===== src/rtl/tl_main_pkg.sv =====
// Main-crossbar shared definitions: host-arbiter state encoding and the
// grant-index width, sized for the largest supported host count.
package tl_main_pkg;

    localparam int unsigned ArbMaxHosts = 8;
    localparam int unsigned ArbGntIdxW  = $clog2(ArbMaxHosts);

    typedef enum logic [0:0] {
        ARB_IDLE,
        ARB_GRANT
    } arb_state_e;

endpackage


===== src/rtl/tlul_pkg.sv =====
// TL-UL channel types shared by every TileLink-attached block.
// tl_h2d_t : host-to-device A-channel request plus D-channel ready.
// tl_d2h_t : device-to-host D-channel response plus A-channel ready.
package tlul_pkg;

    typedef struct packed {
        logic        a_valid;
        logic [2:0]  a_opcode;
        logic [2:0]  a_param;
        logic [1:0]  a_size;
        logic [7:0]  a_source;
        logic [31:0] a_address;
        logic [3:0]  a_mask;
        logic [31:0] a_data;
        logic        d_ready;
    } tl_h2d_t;

    typedef struct packed {
        logic        d_valid;
        logic [2:0]  d_opcode;
        logic [2:0]  d_param;
        logic [1:0]  d_size;
        logic [7:0]  d_source;
        logic        d_sink;
        logic [31:0] d_data;
        logic        d_error;
        logic        a_ready;
    } tl_d2h_t;

endpackage


===== src/rtl/tlul_arb_idx_fifo.sv =====
// Synchronous FIFO holding the grant index of every outstanding transaction,
// so D-channel responses can be steered back in issue order.
// Ports:
//   clk_i, rst_i : clock, asynchronous active-high reset
//   push_i       : write wdata_i (ignored when full)
//   wdata_i      : grant index to store
//   pop_i        : drop the head entry (ignored when empty)
//   rdata_o      : head entry
//   full_o       : count == Depth
//   empty_o      : count == 0
//   count_o      : number of stored entries
module tlul_arb_idx_fifo #(
    parameter int unsigned Width = 3,
    parameter int unsigned Depth = 4
) (
    input  logic                     clk_i,
    input  logic                     rst_i,
    input  logic                     push_i,
    input  logic [Width-1:0]         wdata_i,
    input  logic                     pop_i,
    output logic [Width-1:0]         rdata_o,
    output logic                     full_o,
    output logic                     empty_o,
    output logic [$clog2(Depth):0]   count_o
);

    localparam int unsigned CntW = $clog2(Depth) + 1;
    // A depth-1 FIFO still needs a one-bit pointer that simply stays at 0.
    localparam int unsigned PtrW = (Depth > 1) ? $clog2(Depth) : 1;

    logic [Width-1:0] mem_q [Depth];
    logic [PtrW-1:0]  wr_ptr_q;
    logic [PtrW-1:0]  rd_ptr_q;
    logic [CntW-1:0]  count_q;
    logic             do_push;
    logic             do_pop;

    function automatic logic [PtrW-1:0] ptr_inc(input logic [PtrW-1:0] p);
        return (p == PtrW'(Depth - 1)) ? '0 : p + 1'b1;
    endfunction

    assign full_o  = (count_q == CntW'(Depth));
    assign empty_o = (count_q == '0);
    assign count_o = count_q;
    assign rdata_o = mem_q[rd_ptr_q];

    assign do_push = push_i && !full_o;
    assign do_pop  = pop_i && !empty_o;

    always_ff @(posedge clk_i or posedge rst_i) begin
        if (rst_i) begin
            for (int i = 0; i < int'(Depth); i++) begin
                mem_q[i] <= '0;
            end
            wr_ptr_q <= '0;
            rd_ptr_q <= '0;
            count_q  <= '0;
        end else begin
            if (do_push) begin
                mem_q[wr_ptr_q] <= wdata_i;
                wr_ptr_q        <= ptr_inc(wr_ptr_q);
            end
            if (do_pop) begin
                rd_ptr_q <= ptr_inc(rd_ptr_q);
            end
            unique case ({do_push, do_pop})
                2'b10:   count_q <= count_q + 1'b1;
                2'b01:   count_q <= count_q - 1'b1;
                default: count_q <= count_q;
            endcase
        end
    end

endmodule


===== src/rtl/tlul_host_arbiter.sv =====
// Shares one TL-UL device port between M hosts. The A channel is granted
// round-robin and held until its handshake; D responses return to the issuing
// host through an in-order FIFO of grant indices, which also bounds the number
// of outstanding transactions to MAX_OUT.
// Optional build macro TLUL_ARB_PRIO_EN: host 0 gets fixed top priority and
// hosts 1..M-1 are served round-robin among themselves.
// Ports:
//   clk_i, rst_i : clock, asynchronous active-high reset
//   tl_h_i       : M host requests
//   tl_h_o       : M host responses and a_ready
//   tl_d_o       : device request
//   tl_d_i       : device response and a_ready
//   busy_o       : any transaction outstanding
module tlul_host_arbiter
    import tlul_pkg::*;
    import tl_main_pkg::*;
#(
    parameter int unsigned M       = 3,
    parameter int unsigned MAX_OUT = 4
) (
    input  logic    clk_i,
    input  logic    rst_i,
    input  tl_h2d_t tl_h_i [M],
    output tl_d2h_t tl_h_o [M],
    output tl_h2d_t tl_d_o,
    input  tl_d2h_t tl_d_i,
    output logic    busy_o
);

    arb_state_e              state_q;
    logic [ArbGntIdxW-1:0]   gnt_idx_q;
    logic [ArbGntIdxW-1:0]   rr_ptr_q;

    logic [M-1:0]            req;
    logic [M-1:0]            req_rr;
    logic [ArbGntIdxW:0]     pick;
    logic                    cur_valid;
    logic [ArbGntIdxW-1:0]   cur_idx;
    tl_h2d_t                 sel_h2d;
    logic                    head_d_ready;
    logic                    a_hs;
    logic                    d_hs;

    logic                    fifo_full;
    logic                    fifo_empty;
    logic [ArbGntIdxW-1:0]   fifo_head;
    logic [$clog2(MAX_OUT):0] fifo_count;

    // Returns {found, idx}: first requester at or after ptr, modulo M.
    function automatic logic [ArbGntIdxW:0] rr_pick(input logic [M-1:0]          r,
                                                    input logic [ArbGntIdxW-1:0] ptr);
        logic [ArbGntIdxW:0] res;
        int                  idx;
        res = '0;
        for (int i = 0; i < int'(M); i++) begin
            idx = (int'(ptr) + i) % int'(M);
            if (!res[ArbGntIdxW] && r[idx]) begin
                res = {1'b1, ArbGntIdxW'(idx)};
            end
        end
        return res;
    endfunction

    always_comb begin
        for (int i = 0; i < int'(M); i++) begin
            req[i] = tl_h_i[i].a_valid;
        end
        req_rr    = req;
`ifdef TLUL_ARB_PRIO_EN
        req_rr[0] = 1'b0;
        if (req[0]) begin
            pick = {1'b1, {ArbGntIdxW{1'b0}}};
        end else begin
            pick = rr_pick(req_rr, rr_ptr_q);
        end
`else
        pick = rr_pick(req_rr, rr_ptr_q);
`endif

        // A held grant bypasses arbitration; a fresh pick passes through this cycle.
        if (state_q == ARB_GRANT) begin
            cur_valid = !fifo_full;
            cur_idx   = gnt_idx_q;
        end else begin
            cur_valid = pick[ArbGntIdxW] && !fifo_full;
            cur_idx   = pick[ArbGntIdxW-1:0];
        end

        sel_h2d      = '0;
        head_d_ready = 1'b0;
        for (int i = 0; i < int'(M); i++) begin
            if (cur_idx == ArbGntIdxW'(i)) begin
                sel_h2d = tl_h_i[i];
            end
            if (fifo_head == ArbGntIdxW'(i)) begin
                head_d_ready = tl_h_i[i].d_ready;
            end
        end

        a_hs = cur_valid && sel_h2d.a_valid && tl_d_i.a_ready;
        d_hs = !fifo_empty && tl_d_i.d_valid && head_d_ready;

        tl_d_o = '0;
        if (cur_valid) begin
            tl_d_o = sel_h2d;
        end
        // With nothing outstanding, any response beat is spurious and is absorbed.
        tl_d_o.d_ready = fifo_empty ? 1'b1 : head_d_ready;

        for (int i = 0; i < int'(M); i++) begin
            tl_h_o[i] = '0;
            if (!fifo_empty && fifo_head == ArbGntIdxW'(i)) begin
                tl_h_o[i]         = tl_d_i;
                tl_h_o[i].a_ready = 1'b0;
            end
            if (cur_valid && cur_idx == ArbGntIdxW'(i)) begin
                tl_h_o[i].a_ready = tl_d_i.a_ready;
            end
        end

        // Outputs are combinational, so hold them quiet while reset is asserted.
        if (rst_i) begin
            tl_d_o = '0;
            for (int i = 0; i < int'(M); i++) begin
                tl_h_o[i] = '0;
            end
        end
    end

    always_ff @(posedge clk_i or posedge rst_i) begin
        if (rst_i) begin
            state_q   <= ARB_IDLE;
            gnt_idx_q <= '0;
            rr_ptr_q  <= '0;
        end else begin
            unique case (state_q)
                ARB_IDLE: begin
                    if (cur_valid && !a_hs) begin
                        state_q   <= ARB_GRANT;
                        gnt_idx_q <= cur_idx;
                    end
                end
                ARB_GRANT: begin
                    if (a_hs) begin
                        state_q <= ARB_IDLE;
                    end
                end
                default: state_q <= ARB_IDLE;
            endcase
            if (a_hs) begin
                rr_ptr_q <= (cur_idx == ArbGntIdxW'(M - 1)) ? '0 : cur_idx + 1'b1;
            end
        end
    end

    tlul_arb_idx_fifo #(
        .Width (ArbGntIdxW),
        .Depth (MAX_OUT)
    ) u_idx_fifo (
        .clk_i   (clk_i),
        .rst_i   (rst_i),
        .push_i  (a_hs),
        .wdata_i (cur_idx),
        .pop_i   (d_hs),
        .rdata_o (fifo_head),
        .full_o  (fifo_full),
        .empty_o (fifo_empty),
        .count_o (fifo_count)
    );

    assign busy_o = (fifo_count != '0);

endmodule


===== config.mk =====
export PLATFORM = sky130hd
export DESIGN_NAME = tlul_host_arbiter
export DESIGN_NICKNAME = d
export VERILOG_FILES = /design/src/rtl/tl_main_pkg.sv /design/src/rtl/tlul_pkg.sv /design/src/rtl/tlul_arb_idx_fifo.sv /design/src/rtl/tlul_host_arbiter.sv
export SDC_FILE = /design/constraint.sdc
export NUM_CORES = 1
export LEC_CHECK = 0
export ABC_AREA = 1
export BUFFER_PORTS_ARGS = -buffer_cell sky130_fd_sc_hd__buf_2
export CORE_AREA = 2 2 215 217
export CTS_CLUSTER_SIZE = 24
export DETAILED_ROUTE_END_ITERATION = 12
export DIE_AREA = 0 0 217 219
export PLACE_DENSITY_LB_ADDON = 0.25
export SYNTH_ARGS = -nofsm -noshare
export SYNTH_HDL_FRONTEND = slang
export SYNTH_HIERARCHICAL = 1
export SYNTH_SLANG_ARGS = --single-unit

===== constraint.sdc =====
create_clock -name clk_i -period 6.75 [get_ports clk_i]
set_clock_uncertainty 0.1 [all_clocks]
set_input_delay 0.675 -clock clk_i [delete_from_list [all_inputs] [get_ports clk_i]]
set_output_delay 0.675 -clock clk_i [all_outputs]
set_load 0.03 [all_outputs]

# --- Word level (Yosys, flattened, before mapping) ---
# Cells that the tools add are included.
classes:
  div: 3
  mux: 43
  n_reduce_logical: 28
  magnitude_cmp: 6
  addsub: 7
  bitwise: 3
  n_eq_ne: 9
op_table:
  columns: ["cell", "count"]
  rows:
  - ["$mux 86", 5]
  - ["$mux 156", 1]
  - ["$mux 52", 3]
  - ["$lt 32x4->1 const B", 3]
  - ["$mod 32x3->32 const B", 2]
  - ["$mod 4x3->32 const B", 1]
  - ["$logic_and 1x1->1", 17]
  - ["$mux 1", 16]
  - ["$mux 3", 5]
  - ["$bwmux 12", 1]
  - ["$mux 4", 3]
  - ["$logic_not 3->1", 3]
  - ["$add 3x1->3 const B", 2]
  - ["$bmux 1 s2", 3]
  - ["$bmux 3 s2", 1]
  - ["$demux 3 s2", 1]
  - ["$eq 2x2->1 const B", 3]
  - ["$eq 3x1->1 const B", 2]
  - ["$eq 3x2->1 const B", 2]
  - ["$ge 3x3->1 const B", 2]
  - ["$not 2->3", 2]
  - ["$pmux 3 s2", 1]
  - ["$logic_not 1->1", 5]
  - ["$add 2x1->2 const B", 2]
  - ["12 further kinds", 13]
totals:
  out_inout_bits: 243
  regBits: 26

# --- Longest topological paths before layout ---
# Gate-level depths: netlist of the first run.
logic_depth:
  ltp_word: 22
  depth_mapped: 40

# --- Hierarchy ---
# Netlist of the first run, hierarchy kept.
by_module_without_submodules:
  columns: ["mod", "cells_per_inst", "instances", "area_each_um2", "seq_area_each_um2"]
  rows:
  - ["tlul_host_arbiter", 833, 1, 4351.7, 175.2]
  - ["tlul_arb_idx_fifo", 129, 1, 1054.8, 475.5]

# --- Worst setup path before layout of the first run ---
# No wires, ideal clock.
synth_path:
  kind: "reg-to-output"
  startpoint: "reg rr_ptr_q[0]"
  endpoint: "out tl_h_o[104] (netlist name)"
  path_buffers: 2
  stages_incl_launch_ff: 25
  arrival_ps: 4126
  required_time_ps: 5975
  slack_ps: 1849
  cell_sequence: "dfrtp_1 > buf_4 > inv_1 > ha_1 > ha_1 > ha_1 > inv_1 > nand4_1 > nand2_1 > inv_1 > ha_1 > inv_1 > nand3_4 > nand2_4 > nand2_2 > nand2_2 > nand3_4 > nand2_2 > nor3_1 > o21ai_2 > o21ai_2 > nor2_4 > buf_6 > nand2_1 > nor4_1"
synth_rtl:
  columns: ["item", "line", "source"]
  rows:
  - ["start: declaration", "tlul_host_arbiter.sv:32", "logic [ArbGntIdxW-1:0] rr_ptr_q;"]
  - ["start signal: assignment", "tlul_host_arbiter.sv:151", "rr_ptr_q <= (cur_idx == ArbGntIdxW'(M - 1)) ? '0 : cur_idx + 1'b1;"]
  - ["end: declaration", "tlul_host_arbiter.sv:24", "output tl_d2h_t tl_h_o [M],"]

==> flow_summary.ini, run 1 <==
[setup_path]
worst_setup_path_end_kind = output pin
critical_path.startpoint = rr_ptr_q[0]$_DFFE_PP0P_
timing.rr.end = u_idx_fifo/count_o[1]$_DFFE_PP0P_
timing.rr.start = rr_ptr_q[0]$_DFFE_PP0P_
start_kind = flop
endpoint = tl_d_o[33]
critPathMaxFanout = 57
ff2ff_path_depth = 30
cp.arrival_ns = 5.24
crit_required_ns = 5.97
path_class = reg2out
r2r_setup_slack_ns = 1.18

[route]
final_antenna_net_count = 0
wl_um = 40100
drcViolationCount = 0
drt_iter0_drc = 441
route.vias.total = 8658
first_pass_iters = 5
viasPerCell = 4.18
wl_per_cell_um = 19.4

[cells_and_area]
area_delta_synth_final_pct = 62.2
layout_commonest_cell = buf_2
multi_input_area_um2 = 4140
ff_latch_area_um2 = 651
n_fill_cell = 5360
final_cell_mix = buf_2 (554), nand2_1 (230), nor2_1 (165), o21ai_0 (127), a21oi_1 (88)
nets = 1799
drive_gt1_share_pct = 45.2

[global_routing]
gr-total-overflow = 0
grt_antenna_before_repair = 23
grt_pass1_wl_um = 55500
grt_pass1_vias = 8445
grt_max_degree = 85
grtUsageTotal_pct = 15.8

[timing]
tns_ns = 0
relSlewSlack_pct = 31.4
finalCriticalPeriod_ns = 6.01
slew_viol_final = 0
setup_viol = 0
setup_ws_ns = 0.738
timing.fmax_mhz = 166
finalCritPeriodShare_pct = 89.1
worst_pin_slew_ns = 1.03
hold_violations = 0
rsz0062_at_grt = no

[placement]
dp_hpwl_um = 34300
place_ws_ns = 0.983
port_buffers = 554
gp_congestion = 0.951

[clock_tree]
clk_path_buf_depth = 2
clk_pin_slew_ns = 0.07
post_cts_buffers = 0
cts_resized = 0
clockRootBuffer = clkbuf_16
clock_latency_ns = 0.26
cts_buffers = 3
cts_sinks = 26
cts_tree = yes
htree_levels = 1
cts_hold_buffers = 0

[synth]
netlist_area_um2 = 5410
syn_area_per_cell_um2 = 5.62
synth_warnings = 6
ys_seq_area_share_pct = 12.0
synthesis.nets = 1297
synth-edff-count = 0
syn_inst = 962
synth_top_flop_cell = dfrtp_1
yosysUniqueCellTypes = 37
ys_seq_elements = 26
synthArstFlopShare_pct = 100

[floorplan]
pin_count = 555
core_um2 = 45100
die-width_um = 217
dieArea_um2 = 47500
row_count = 78
die_y_um = 219
initial_core_util_pct = 12.0

[pwr]
max-vdd-ir-drop_mv = 0.341
internal-power_mw = 1.52
seqPwrFrac_pct = 5.6
clkPwrFrac_pct = 2.8
swShare_pct = 70.4
powerDensity_nw_per_um2 = 588
p_switching_mw = 3.63
p_leak_nw = 4.80
pwr-share-comb_pct = 91.6

[run]
drv_cap = 0

[outcome]
outcome = finished, final reports clean

[worst_hold_path]
hold_class = reg2reg
## metrics by stage
step           std cells  power, mW  area [um^2]  utilization, %  hold slack (ns)
6_report            2071       5.16         8770            19.4            0.374
5_1_grt             2071       5.60         8770            19.4            0.393
4_1_cts             2063       5.24         8750            19.4            0.377
3_5_place_dp        2059       5.07         8660            19.2            0.360
3_3_place_gp        2059       5.06         8660            19.2            0.363
2_1_floorplan        962       3.72         5410               -            0.337
## cell usage after synthesis, types with 11 or more instances
cell      number  area share [%]
buf_2         18             1.7
clkbuf_1      36             2.5
dfrtp_1       26              12
ha_1          22             5.1
nor2_1       165              11
nand2_1      231              16
nand2_2       11             1.3
nand3_1       30             2.8
nand4_1       25             2.9
o21ai_2       41             6.6
o21ai_1       15             1.4
a21oi_1       88             8.1
inv_1         55             3.8
o21ai_0      127              12
buf_6         11             2.3
## power groups by stage
stage	logic [mW]	registers, mW	clock network (mW)
after CTS	4.80	0.289	0.151
final	4.73	0.288	0.146
after floorplan	3.46	0.262	0
after global routing	5.14	0.300	0.158
after detailed placement	4.78	0.292	0
after global placement	4.77	0.290	0
## state kept, by name, summed over array words and instances (netlist names)
signal,flops
u_idx_fifo/mem_q,12
gnt_idx_q,3
rr_ptr_q,3
u_idx_fifo/count_o,3
u_idx_fifo/rd_ptr_q,2
u_idx_fifo/wr_ptr_q,2
state_q,1
## how the worst min path moves through the flow
stage | from | to | slack (ns) | cells after the start
floorplan | u_idx_fifo/mem_q[10]$_DFFE_PP0P_ | u_idx_fifo/mem_q[10]$_DFFE_PP0P_ | 0.34 | 2
global placement | u_idx_fifo/mem_q[6]$_DFFE_PP0P_ | u_idx_fifo/mem_q[6]$_DFFE_PP0P_ | 0.36 | 2
detailed placement | u_idx_fifo/mem_q[1]$_DFFE_PP0P_ | u_idx_fifo/mem_q[1]$_DFFE_PP0P_ | 0.36 | 2
CTS | u_idx_fifo/mem_q[1]$_DFFE_PP0P_ | u_idx_fifo/mem_q[1]$_DFFE_PP0P_ | 0.38 | 2
global route | u_idx_fifo/mem_q[6]$_DFFE_PP0P_ | u_idx_fifo/mem_q[6]$_DFFE_PP0P_ | 0.39 | 2
finish | u_idx_fifo/mem_q[9]$_DFFE_PP0P_ | u_idx_fifo/mem_q[9]$_DFFE_PP0P_ | 0.37 | 2
## critical path, stage by stage, from the launching register on
cell and delay, ns:
dfrtp_1 0.61, inv_1 0.29, ha_1 0.40, ha_1 0.24
ha_1 0.20, inv_1 0.10, nand4_1 0.10, nand2_1 0.12
inv_1 0.06, ha_1 0.18, inv_1 0.19, nand3_4 0.14
nand2_4 0.10, nand2_2 0.08, nand2_2 0.08, nand3_4 0.09
nand2_2 0.08, nand3_1 0.07, nand3_1 0.09, nand2_1 0.09
nand2_4 0.18, nor2_4 0.07, inv_4 0.50, buf_4 0.33
o21ai_0 0.13, a21oi_1 0.16, buf_2 0.21
## cell type report
class | instances | share of cell area (%)
Timing Repair Buffer | 567 | 32.9
Inverter | 62 | 2.68
Tap cell | 600 | 8.56
Sequential cell | 26 | 7.42
Clock buffer | 4 | 1.01
Multi-Input combinational cell | 804 | 47.2
Antenna cell | 8 | 0.228
## kinds of logic after synthesis
kind of cell	count (synthesis)	synth area share (%)
fa+ha+maj	23	5.46
flops	26	12.0
compound gates	278	29.1
xor+xnor	7	1.13
buf+inv	132	11.5
simple gates	496	40.8
## metal layers
| layer | track usage, % | vias to the layer above | share of wire, % |
|---|---|---|---|
| met5 | 0 | - | 0.092 |
| met4 | 8.11 | 6 | 4.4 |
| met3 | 2.15 | 62 | 6.0 |
| met2 | 31.3 | 460 | 53 |
| met1 | 16.0 | 3953 | 36 |
| li1 | - | 4177 | - |
Note: power is estimated with default switching activity, not from simulation.
==> inputs of run 2 (changes only) <==
- GPL_TIMING_DRIVEN: unset -> 0
==> run 2 against run 1 <==
Net effect: clock-buffer cell count did not move; via count rose by 3.0%; global-route usage rose by 1.1 points; setup slack got worse by 0.030 ns; largest power group unchanged; highest routed layer unchanged.
==> flow_summary.ini, run 2 (same netlist as run 1, synthesis figures left out) <==
[setup_path]
r2r_setup_slack_ns = 1.22
crit_chain = buf_4, inv_1, ha_1, ha_1, ha_1, inv_1, nand4_1, nand2_1, inv_1, ha_1, inv_1, nand4_2, a21oi_1, nand3_1, nand2_1, nor2_1, a21oi_4, buf_2, clkbuf_1, o21ai_0, a21oi_1, buf_2
crit_required_ns = 5.97
start_kind = flop
path_delay_family = buffers and inverters
critPathMaxFanout = 10
timing.rr.end = u_idx_fifo/count_o[1]$_DFFE_PP0P_
cp.arrival_ns = 5.27
timing.rr.start = rr_ptr_q[0]$_DFFE_PP0P_
path_class = reg2out
ff2ff_path_depth = 29
worst_setup_path_end_kind = output pin
cp_slowest_stage_delay_ns = 0.51
crit_slowest_cell = clkbuf_1
crit_buf_inv = 8

[outcome]
outcome = finished, final reports clean

[route]
drt_iter0_drc = 417
final_antenna_net_count = 0
wl_um = 43000
drcViolationCount = 0
viasPerCell = 4.19
wl_per_cell_um = 20.2
route.vias.total = 8920
first_pass_iters = 7

[global_routing]
grt_pass1_vias = 8644
gr-total-overflow = 0
grtUsageTotal_pct = 16.9
grt_antenna_before_repair = 31
grt_pass1_wl_um = 58700
grt_max_degree = 20

[timing]
finalCritPeriodShare_pct = 89.5
timing.fmax_mhz = 166
slew_viol_final = 0
hold-worst-slack_ns = 0.374
worst_pin_slew_ns = 0.971
hold_violations = 0
tns_ns = 0
finalCriticalPeriod_ns = 6.04
relSlewSlack_pct = 35.2
setup_viol = 0
rsz0062_at_grt = no
setup_ws_ns = 0.709

[placement]
place_ws_ns = 0.953
postPlaceCellArea_um2 = 8930
dpl.cell_count = 2116
port_buffers = 554
dp_hpwl_um = 38300
gp_congestion = 0.928

[floorplan]
dieArea_um2 = 47500
pin_count = 555
die_y_um = 219
die-width_um = 217
initial_core_util_pct = 12.0
row_count = 78
core_um2 = 45100

[clock_tree]
htree_levels = 1
clock_latency_ns = 0.26
cts_buffers = 3
cts_resized = 0
cts_hold_buffers = 0
clockRootBuffer = clkbuf_16
clk_pin_slew_ns = 0.06
cts_tree = yes
clk_path_buf_depth = 2
cts_sinks = 26
post_cts_buffers = 0

[worst_hold_path]
hold_class = reg2reg
hold_start = u_idx_fifo/mem_q[9]$_DFFE_PP0P_
whs_endpoint = u_idx_fifo/mem_q[9]$_DFFE_PP0P_
hold_depth = 2

[cells_and_area]
fin_util_pct = 20.1
top_register = u_idx_fifo/mem_q
nets = 1856
drive_gt1_share_pct = 44.8
fin_cells = 2130
final_cell_mix = buf_2 (572), nand2_1 (231), nor2_1 (165), o21ai_0 (127), a21oi_1 (88)
area_delta_synth_final_pct = 67.3
largest_reg_flops = 12
final_area_um2 = 9040
layout_commonest_cell = buf_2
n_fill_cell = 5362

[pwr]
total_power_mw = 5.45
p_leak_nw = 4.94
powerDensity_nw_per_um2 = 603
max-vdd-ir-drop_mv = 0.303

[run]
drv_cap = 0
==> run 2: changes by cell type in the layout (fill, tap and decap cells not counted), sizes merged <==
cell    previous run  this run
buf              567       588
clkbuf             4        40
clkinv             0         1
diode              8        10
inv               62        61
==> run 2: cell type report <==
cell class | instances | area (um^2) | area share, %
timing repair buffer | 554 | 2770 | 30.7
sequential | 26 | 651 | 7.19
multi-input combinational | 804 | 4140 | 45.7
antenna | 10 | 25.0 | 0.277
buffer | 70 | 387 | 4.28
tap | 600 | 751 | 8.30
clock buffer | 4 | 88.8 | 0.982
inverter | 62 | 233 | 2.57
==> run 2: how the worst max path moves through the flow <==
stage | start | to | slack, ns | depth (start not counted)
CTS | rr_ptr_q[0]$_DFFE_PP0P_ | tl_d_o[74] | 0.63 | 22
detailed placement | rr_ptr_q[0]$_DFFE_PP0P_ | tl_d_o[74] | 0.95 | 22
finish | rr_ptr_q[0]$_DFFE_PP0P_ | tl_d_o[74] | 0.71 | 22
global route | rr_ptr_q[0]$_DFFE_PP0P_ | tl_d_o[74] | 0.33 | 22
global placement | rr_ptr_q[0]$_DFFE_PP0P_ | tl_d_o[74] | 0.98 | 22
floorplan | rr_ptr_q[0]$_DFFE_PP0P_ | tl_h_o[104] | 1.85 | 24
==> run 2: worst min-delay path, cell delays in order, from the launching register on <==
cell	delay (ns)
dfrtp_1	0.34
nand2_1	0.05
nand2_1	0.05
==> run 2: metal layers <==
metal  part of all wire (%)  track usage, %
met3                    6.8            3.28
met2                     56            35.2
met5                   0.20               0
met1                     33            15.8
met4                    4.1            7.19
==> run 2: power by group <==
part           internal (mW)  switching [mW]
logic                   1.35            3.68
clock network         0.0908          0.0543
registers              0.218          0.0575
total                   1.66            3.79
